## src/rtl/axi_c_output_writer.sv

```systemverilog
// Writes one systolic-array output diagonal into the 8x8 byte C matrix over AXI4.
// Each row is one single-beat, byte-strobed write, and only one is outstanding at a time.
module axi_c_output_writer #(
    parameter logic [11:0] BASE_ADDR = 12'd0
) (
    input  logic        clk,
    input  logic        rst,
    input  logic        start,
    input  logic [3:0]  cycle,
    input  logic [63:0] c_flat_in,
    output logic        busy,
    output logic        done,
    output logic        err,
    output logic [11:0] m_axi_awaddr,
    output logic [2:0]  m_axi_awsize,
    output logic [7:0]  m_axi_awlen,
    output logic [1:0]  m_axi_awburst,
    output logic [3:0]  m_axi_awcache,
    output logic        m_axi_awlock,
    output logic [2:0]  m_axi_awprot,
    output logic        m_axi_awvalid,
    input  logic        m_axi_awready,
    output logic [31:0] m_axi_wdata,
    output logic [3:0]  m_axi_wstrb,
    output logic        m_axi_wlast,
    output logic        m_axi_wvalid,
    input  logic        m_axi_wready,
    input  logic [1:0]  m_axi_bresp,
    input  logic        m_axi_bvalid,
    output logic        m_axi_bready
);
    // state | meaning
    // IDLE  | waiting for start
    // ISSUE | AW and W valids up until each handshakes
    // RESP  | bready up, waiting for the write response
    // DONE  | one-cycle done pulse
    typedef enum logic [1:0] {S_IDLE, S_ISSUE, S_RESP, S_DONE} state_t;

    state_t      state_q;
    logic [3:0]  cyc_q;
    logic [63:0] flat_q;
    logic [2:0]  row_q, end_q;
    logic        busy_q, done_q, err_q;
    logic        awvalid_q, wvalid_q, bready_q;
    logic [11:0] awaddr_q;
    logic [31:0] wdata_q;
    logic [3:0]  wstrb_q;

    logic [3:0]  cyc_sel, col_d;
    logic [63:0] flat_sel;
    logic [2:0]  first_row_d, last_row_d, row_d;
    logic [1:0]  lane_d;
    logic [7:0]  byte_d;
    logic [11:0] awaddr_d;
    logic [31:0] wdata_d;
    logic [3:0]  wstrb_d;
    logic        aw_done, w_done;

    // The beat being loaded is the first row when leaving IDLE, otherwise the next row.
    always_comb begin
        cyc_sel  = (state_q == S_IDLE) ? cycle : cyc_q;
        flat_sel = (state_q == S_IDLE) ? c_flat_in : flat_q;
        if (cyc_sel <= 4'd7) begin
            first_row_d = 3'd0;
            last_row_d  = cyc_sel[2:0];
        end else begin
            first_row_d = cyc_sel[2:0] + 3'd1;
            last_row_d  = 3'd7;
        end
        row_d    = (state_q == S_IDLE) ? first_row_d : row_q + 3'd1;
        col_d    = cyc_sel - {1'b0, row_d};
        lane_d   = col_d[1:0];
        byte_d   = flat_sel[{row_d, 3'b000} +: 8];
        awaddr_d = BASE_ADDR + {6'd0, row_d, 3'd0} + ((col_d >= 4'd4) ? 12'd4 : 12'd0);
        wstrb_d  = 4'b0001 << lane_d;
        wdata_d  = {24'd0, byte_d} << {lane_d, 3'b000};
        aw_done  = !awvalid_q || m_axi_awready;
        w_done   = !wvalid_q || m_axi_wready;
    end

    always_ff @(posedge clk) begin
        if (rst) begin
            state_q   <= S_IDLE;
            cyc_q     <= 4'd0;
            flat_q    <= 64'd0;
            row_q     <= 3'd0;
            end_q     <= 3'd0;
            busy_q    <= 1'b0;
            done_q    <= 1'b0;
            err_q     <= 1'b0;
            awvalid_q <= 1'b0;
            wvalid_q  <= 1'b0;
            bready_q  <= 1'b0;
            awaddr_q  <= 12'd0;
            wdata_q   <= 32'd0;
            wstrb_q   <= 4'd0;
        end else begin
            done_q <= 1'b0;
            case (state_q)
                S_IDLE: begin
                    if (start) begin
                        cyc_q  <= cycle;
                        flat_q <= c_flat_in;
                        err_q  <= 1'b0;
                        if (cycle == 4'd15) begin
                            err_q   <= 1'b1;
                            done_q  <= 1'b1;
                            state_q <= S_DONE;
                        end else begin
                            row_q     <= first_row_d;
                            end_q     <= last_row_d;
                            busy_q    <= 1'b1;
                            awaddr_q  <= awaddr_d;
                            wdata_q   <= wdata_d;
                            wstrb_q   <= wstrb_d;
                            awvalid_q <= 1'b1;
                            wvalid_q  <= 1'b1;
                            state_q   <= S_ISSUE;
                        end
                    end
                end
                S_ISSUE: begin
                    if (awvalid_q && m_axi_awready) awvalid_q <= 1'b0;
                    if (wvalid_q && m_axi_wready) wvalid_q <= 1'b0;
                    if (aw_done && w_done) begin
                        bready_q <= 1'b1;
                        state_q  <= S_RESP;
                    end
                end
                S_RESP: begin
                    if (m_axi_bvalid && bready_q) begin
                        bready_q <= 1'b0;
                        if (m_axi_bresp != 2'b00) err_q <= 1'b1;
                        if (row_q < end_q) begin
                            row_q     <= row_q + 3'd1;
                            awaddr_q  <= awaddr_d;
                            wdata_q   <= wdata_d;
                            wstrb_q   <= wstrb_d;
                            awvalid_q <= 1'b1;
                            wvalid_q  <= 1'b1;
                            state_q   <= S_ISSUE;
                        end else begin
                            busy_q  <= 1'b0;
                            done_q  <= 1'b1;
                            state_q <= S_DONE;
                        end
                    end
                end
                default: state_q <= S_IDLE;
            endcase
        end
    end

    assign busy          = busy_q;
    assign done          = done_q;
    assign err           = err_q;
    assign m_axi_awaddr  = awaddr_q;
    assign m_axi_awsize  = 3'b010;
    assign m_axi_awlen   = 8'd0;
    assign m_axi_awburst = 2'b01;
    assign m_axi_awcache = 4'd0;
    assign m_axi_awlock  = 1'b0;
    assign m_axi_awprot  = 3'd0;
    assign m_axi_awvalid = awvalid_q;
    assign m_axi_wdata   = wdata_q;
    assign m_axi_wstrb   = wstrb_q;
    assign m_axi_wlast   = wvalid_q;
    assign m_axi_wvalid  = wvalid_q;
    assign m_axi_bready  = bready_q;
endmodule

```

## config.mk

```make
export PLATFORM = sky130hd
export DESIGN_NAME = axi_c_output_writer
export DESIGN_NICKNAME = d
export VERILOG_FILES = /design/src/rtl/axi_c_output_writer.sv
export SDC_FILE = /design/constraint.sdc
export NUM_CORES = 1
export LEC_CHECK = 0
export ABC_AREA = 1
export CORE_ASPECT_RATIO = 0.75
export CORE_UTILIZATION = 28
export CTS_CLUSTER_DIAMETER = 120
export DETAILED_ROUTE_END_ITERATION = 6
export HOLD_SLACK_MARGIN = 0.12
export PLACE_DENSITY = 0.54
export SYNTH_ARGS = -nofsm -noshare
export SYNTH_HDL_FRONTEND = slang
export SYNTH_SLANG_ARGS = --single-unit
```

## constraint.sdc

```tcl
create_clock -name clk -period 8.82 [get_ports clk]
set_input_delay 0.882 -clock clk [delete_from_list [all_inputs] [get_ports clk]]
set_output_delay 0.882 -clock clk [all_outputs]
set_load 0.005 [all_outputs]
```

---- Word-level counts from Yosys, hierarchy flattened ----
Cells that the tools add are included.
cells by class
  mux-type cells .......................... 55
  bitwise logic cells ..................... 1
  shift operators ......................... 3
  $add $sub $neg .......................... 4
  equal/unequal tests ..................... 12
  reductions and logical operators ........ 22
  magnitude comparators ................... 3
operators with widths
  operator                                     count
  2-to-1 mux 32 bit                            4
  2-to-1 mux 64 bit                            1
  case mux 32 bit (2 select lines)             1
  variable part select 64 x 7 -> 8 bit         1
  2-to-1 mux 12 bit                            4
  << shifter 8 x 5 -> 32 bit                   1
  2-to-1 mux 3 bit                             8
  case mux 12 bit (2 select lines)             1
  2-to-1 mux 4 bit                             5
  != test 2 bit, second input constant         9
  2-to-1 mux 1 bit                             17
  AND reduction 6 bit                          2
  2-to-1 mux 2 bit                             5
  AND reduction 5 bit                          2
  AND reduction 3 bit                          3
  case mux 1 bit (2 select lines)              4
  case mux 4 bit (2 select lines)              1
  adder 6 x 3 -> 7 bit                         1
  adder 3 x 1 -> 3 bit, second input constant  2
  case mux 1 bit (3 select lines)              2
  case mux 2 bit (3 select lines)              1
  case mux 3 bit (2 select lines)              1
  nonzero test 2 bit                           3
  equality test 4 bit, second input constant   1
  15 further kinds                             20
storage, ports and cells
  output and inout bits ................... 76
  logic and storage cells ................. 114
  register bits ........................... 130

---- Logic depth before layout (Yosys ltp) ----
  depth in word-level cells ............... 12
  mapped depth ............................ 20

---- Least setup slack after synthesis ----
OpenSTA, ideal clock, no wires.
  kind .................................... input port to flip-flop
  from .................................... input port cycle[1]
  to ...................................... register wdata_q[28], in the netlist m_axi_wdata[28]
  buffers on the path ..................... 1
  data arrival time ....................... 3.266 ns
  slack ................................... 5.483 ns
  required time ........................... 8.750 ns
  cell stages on the path ................. 12
  path through ............................ inv_1 > o21ai_0 > ha_1 > inv_1 > o22ai_4 > inv_4 > buf_6 > fa_1 > inv_1 > nor3_4 > nand3_1 > a21oi_1
between the ends
  longest elaborated chain between the ends .. 9
  elaborated cells on any way between the ends .. 16
  classes of those cells .................. 2 x add/sub; 1 x order compare; 2 x eq/ne; 2 x shift; 8 x mux; 1 x reduce/logical
RTL lines
  item                                                                                      line      RTL
  from (decl)                                                                               9         input logic [3:0] cycle,
  2-to-1 mux 4 bit                                                                          61        cyc_sel = (state_q == S_IDLE) ? cycle : cyc_q;
  less-or-equal comparator 4 x 3 -> 1 bit / adder 3 x 1 -> 3 bit (equally long branches)    63, 67
  2-to-1 mux 3 bit                                                                          63        if (cyc_sel <= 4'd7) begin
  2-to-1 mux 3 bit                                                                          70        row_d = (state_q == S_IDLE) ? first_row_d : row_q + 3'd1;
  variable part select 64 x 7 -> 8 bit / subtractor 4 x 3 -> 4 bit (equally long branches)  73, 71
  << shifter 8 x 5 -> 32 bit                                                                76        wdata_d = {24'd0, byte_d} << {lane_d, 3'b000};
  2-to-1 mux 32 bit, on equally long branches                                               134, 105
  2-to-1 mux 32 bit, on equally long branches                                               131, 101
  case mux 32 bit (2 select lines)                                                          99        case (state_q)
  to (signal assigned)                                                                      114       wdata_q <= wdata_d;
  to (signal assigned)                                                                      137       wdata_q <= wdata_d;
  to (decl)                                                                                 46        logic [31:0] wdata_q;
Parallel ways exist; a longest one is shown, timed or not. The select of a mux whose other input is x is not followed.
A chain may end at the register's enable or synchronous reset.

---- Final worst setup path ----
  from .................................... register state_q[0]
  to ...................................... register wdata_q[18], in the netlist m_axi_wdata[18]
between the ends
  longest elaborated chain between the ends .. 10
  elaborated cells on any way between the ends .. 22
  classes of those cells .................. 2 x add/sub; 1 x order compare; 5 x eq/ne; 2 x shift; 9 x mux; 3 x reduce/logical
RTL lines
  item                                                                                      line      RTL
  from (decl)                                                                               39        state_t state_q;
  from (signal assigned)                                                                    83        state_q <= S_IDLE;
  from (signal assigned)                                                                    108       state_q <= S_DONE;
  from (signal assigned)                                                                    118       state_q <= S_ISSUE;
  zero test 2 bit                                                                           -
  2-to-1 mux 4 bit                                                                          61
  less-or-equal comparator 4 x 3 -> 1 bit / adder 3 x 1 -> 3 bit (equally long branches)    63, 67
  2-to-1 mux 3 bit                                                                          63
  2-to-1 mux 3 bit                                                                          70
  variable part select 64 x 7 -> 8 bit / subtractor 4 x 3 -> 4 bit (equally long branches)  73, 71
  << shifter 8 x 5 -> 32 bit                                                                76
  2-to-1 mux 32 bit, on equally long branches                                               134, 105
  2-to-1 mux 32 bit, on equally long branches                                               131, 101
  case mux 32 bit (2 select lines)                                                          99
Parallel ways exist; a longest one is shown, timed or not. The select of a mux whose other input is x is not followed.

==> key figures <==
STA
  – RSZ-0062 raised after global routing: false
  – Final WS setup: roughly 4.4 ns
  – FMAX: 224 MHz
  – Headroom to the max-slew limit: 0.292
  – Final setup fails: 0
  – Setup TNS: 0 ns
  – Hold Vio Cnt, Final: 0
  – Worst Tran Pin Value: between 1 and 1.5 ns
  – Final hold slack: about 0.46 ns
  – Period Utilization, post-route: 0.506
  – Final Max Slew Viols: 0
  – Clock Skew: about 0.0085 ns
  – Post-layout minimum cycle time: approximately 4.5 ns

Finish
  – Area growth, synth to finish: 27.8%
  – Filler cell count: about 2400
  – Fin nets: roughly 1100
  – Share of layout cells above drive strength 1: 0.0650
  – Fin cells: 1294
  – Final core occ: 0.365
  – N_diodes: 0

Placement
  – IO buf count: about 120
  – Dpl cells: around 1300
  – Pre-CTS WS: 4.19 ns
  – Hpwl dp: 12500 um
  – GP Congestion: 0.744

Critical path
  – WP data arrival: approximately 4.8 ns
  – Crit Path Category: flip-flop to flip-flop
  – Worst R2R End: m_axi_wdata[18]$_SDFFE_PP0P_
  – Crit-path max cell delay: 0.71 ns
  – CP dominant cell by count: inv_1
  – Type of origin of the critical path: flip-flop
  – CP Capture Type: flip-flop
  – Worst r2r src: state_q[0]$_SDFFE_PP0P_
  – Max FO, Critical Path: 75
  – Worst path slowest cell: fa_1
  – Worst Reg-to-Reg Cells: 13
  – Crit path launch: state_q[0]$_SDFFE_PP0P_
  – CP top delay family: buffers and inverters
  – Crit path cell chain: inv_2, nand2_2, buf_4, o21ai_0, ha_1, inv_1, o22ai_4, inv_4, fa_1, inv_1, nor3_4, nand3_1, a21oi_1
  – R2R setup slack: around 4.4 ns
  – Buf+Inv Stages, Crit Path: 5
  – Worst path required time: 9.16 ns

Floorplan
  – # rows: between 40 and 50
  – Horiz. Die Dim: 175 um
  – Core Area: between 0.02 and 0.025 mm2
  – I/O pins: between 150 and 200
  – Die area: 0.0232 mm2
  – Die Ht: between 100 and 150 um
  – Initial core utilization: 0.286

Drt
  – Wire length on met2: just under 8000 um
  – Pre-Repair DR Iteration Count: 5
  – Overall routed net length: approximately 19000 um
  – Number of remaining DRC errors: 0
  – DR WL/cell: about 14 um
  – Via Count: slightly below 6000
  – Iteration-0 DRC Markers: about 470
  – Met1 Wirelength: between 9000 and 10000 um
  – Post-route ant nets: 0
  – Top layer in use: met4
  – Met3 WL post-DR: about 830 um
  – Via/cell ratio: about 4.6

GRT
  – GRT overflow: 0
  – First-pass GRT wire length: 30200 um
  – Largest net degree at the start of global routing: 85
  – Initial antenna violation count: 0
  – Vias in the first global route: 5684
  – GRT Total Usage: 0.165

Clocking
  – Clock Tree Root: clkbuf_16
  – Clock sink total: ~120
  – Setup bufs post-CTS: 0
  – CTS Buf Count: 17
  – Clock Latency Late Sink: 0.42 ns
  – Clock Path Buffers: 2
  – Clk pin slew, worst setup/hold paths: approximately 0.05 ns
  – H-tree Lvls: 4
  – CTS tree: built
  – Post-cts hold buffer count: 0
  – Post-CTS Resized: 0

Pwr
  – Switch share: 0.454
  – Sw Pwr: between 1500 and 2000 uW
  – Sequential power share: 0.251
  – Worst IR Drop VDD: 303 uV
  – Leakage: between 0.003 and 0.004 uW
  – Combinational Power Share: 0.543
  – Pint: between 1500 and 2000 uW
  – Clock Power Share: 0.206
  – Cell Pwr Density: 413 mW/mm2

Logic synthesis
  – Synth Cell Area: approximately 0.0063 mm2
  – Post-Syn Instances: between 800 and 900
  – Synthesized area per cell: between 7 and 8 um2
  – Post-synth cell types: 36
  – Warnings from Yosys: 0
  – Register area share after synthesis: 0.386
  – FF+latch count, synth: ~120

Worst hold path
  – Worst Hold End: flat_q[60]$_SDFFE_PP0P_
  – WHS Path Cells: 2
  – Hold Startpoint: flat_q[60]$_SDFFE_PP0P_
  – Hold Path Class: flip-flop to flip-flop

Status
  – Status: finished clean

Run
  – Max-cap violation count: 0
[cell usage in the layout (no fill, tap or decap), drive strengths merged, types with 4 or more instances in the layout]
cell             n
clkdlybuf4s50  121
dfxtp          122
inv             94
nor3             8
o211ai           4
ha               6
a211oi          10
nor2            81
nand3           59
a221oi          31
conb            29
clkinv           5
buf              8
o21ai           72
a21oi          102
nand2          210
clkbuf          24
[sequential cells by signal, indices dropped and copies added, names as in the netlist, 2 cells and up]
signal / cells
m_axi_wdata: 32
m_axi_wstrb: 4
m_axi_awaddr: 4
flat_q: 64
row_q: 3
cyc_q: 4
end_q: 3
state_q: 2
[stage by stage]
step	instance area [um2]	power [uW]
after global placement	7500	2660
after detailed placement	7500	2680
after CTS	8070	3370
after floorplan	6420	2160
final	8070	3330
after global routing	8070	3640
[worst reg2reg max path, cell delays in order (launching register included)]
cell     delay (ns)
dfxtp_1        0.49
inv_2          0.10
nand2_2        0.07
buf_4          0.58
o21ai_0        0.44
ha_1           0.40
inv_1          0.06
o22ai_4        0.49
inv_4          0.22
fa_1           0.71
inv_1          0.15
nor3_4         0.40
nand3_1        0.13
a21oi_1        0.14
[logic make-up (layout without fill, tap and decap cells)]
group / after synthesis / count (layout) / share of synthesized area
and+or+nand+nor: 361 / 361 / 0.245
AOI/OAI and AO/OA: 225 / 225 / 0.206
buffers and inverters: 181 / 255 / 0.145
DFF: 122 / 122 / 0.386
adders and majority gates: 7 / 7 / 0.0150
other: 2 / 29 / 0.00119
xor gates and xnor gates: 1 / 1 / 0.00139
[Yosys cell counts, drive strengths merged]
cell	count	area (um2)
fa	1	20.0
inv	94	355
xor2	1	8.76
o31ai	2	15.0
clkbuf	28	106
a31oi	2	12.5
nand3b	1	7.51
dfxtp	122	2440
nor3	8	78.8
a221oi	31	272
buf	59	452
or2	2	12.5
a21oi	102	510
conb	2	7.51
ha	6	75.1
a211oi	10	75.1
nor2	81	319
o211ai	4	30.0
nand2	210	828
o22ai	2	26.3
o21ai	72	360
nand3	59	305
[power by group through the flow]
stage | clock [uW] | sequential (uW) | combinational, uW
finish | 686 | 838 | 1810
floorplan | 0 | 833 | 1330
global placement | 0 | 848 | 1810
CTS | 695 | 840 | 1830
global route | 719 | 860 | 2060
detailed placement | 0 | 849 | 1830
[metal layers]
metal,up-vias,track usage
met4,0,0.0478
met1,2732,0.233
li1,3077,-
met3,15,0.0337
met5,-,0
met2,132,0.254
[area by class of cell]
| class | count | area, um2 | area share |
|---|---|---|---|
| flip-flops and latches | 122 | 2440 | 0.302 |
| clock buffers | 24 | 482 | 0.0597 |
| repair buffers | 129 | 1270 | 0.157 |
| multi-input cells | 623 | 3070 | 0.380 |
| inverters | 94 | 355 | 0.0440 |
| well taps | 294 | 368 | 0.0456 |
| clock inverters | 8 | 92.6 | 0.0115 |
[worst max path at each step]
stage	endpoint	slack, ns	depth (start not counted)
4_1_cts	m_axi_wdata[30]$_SDFFE_PP0P_	4.28	13
6_report	m_axi_wdata[18]$_SDFFE_PP0P_	4.35	13
5_1_grt	m_axi_wdata[19]$_SDFFE_PP0P_	3.91	13
2_1_floorplan	m_axi_wdata[28]$_SDFFE_PP0P_	5.48	12
3_5_place_dp	m_axi_wdata[30]$_SDFFE_PP0P_	4.19	12
3_3_place_gp	m_axi_wdata[18]$_SDFFE_PP0P_	4.31	12
No activity file was read; power rests on OpenSTA's default activity.
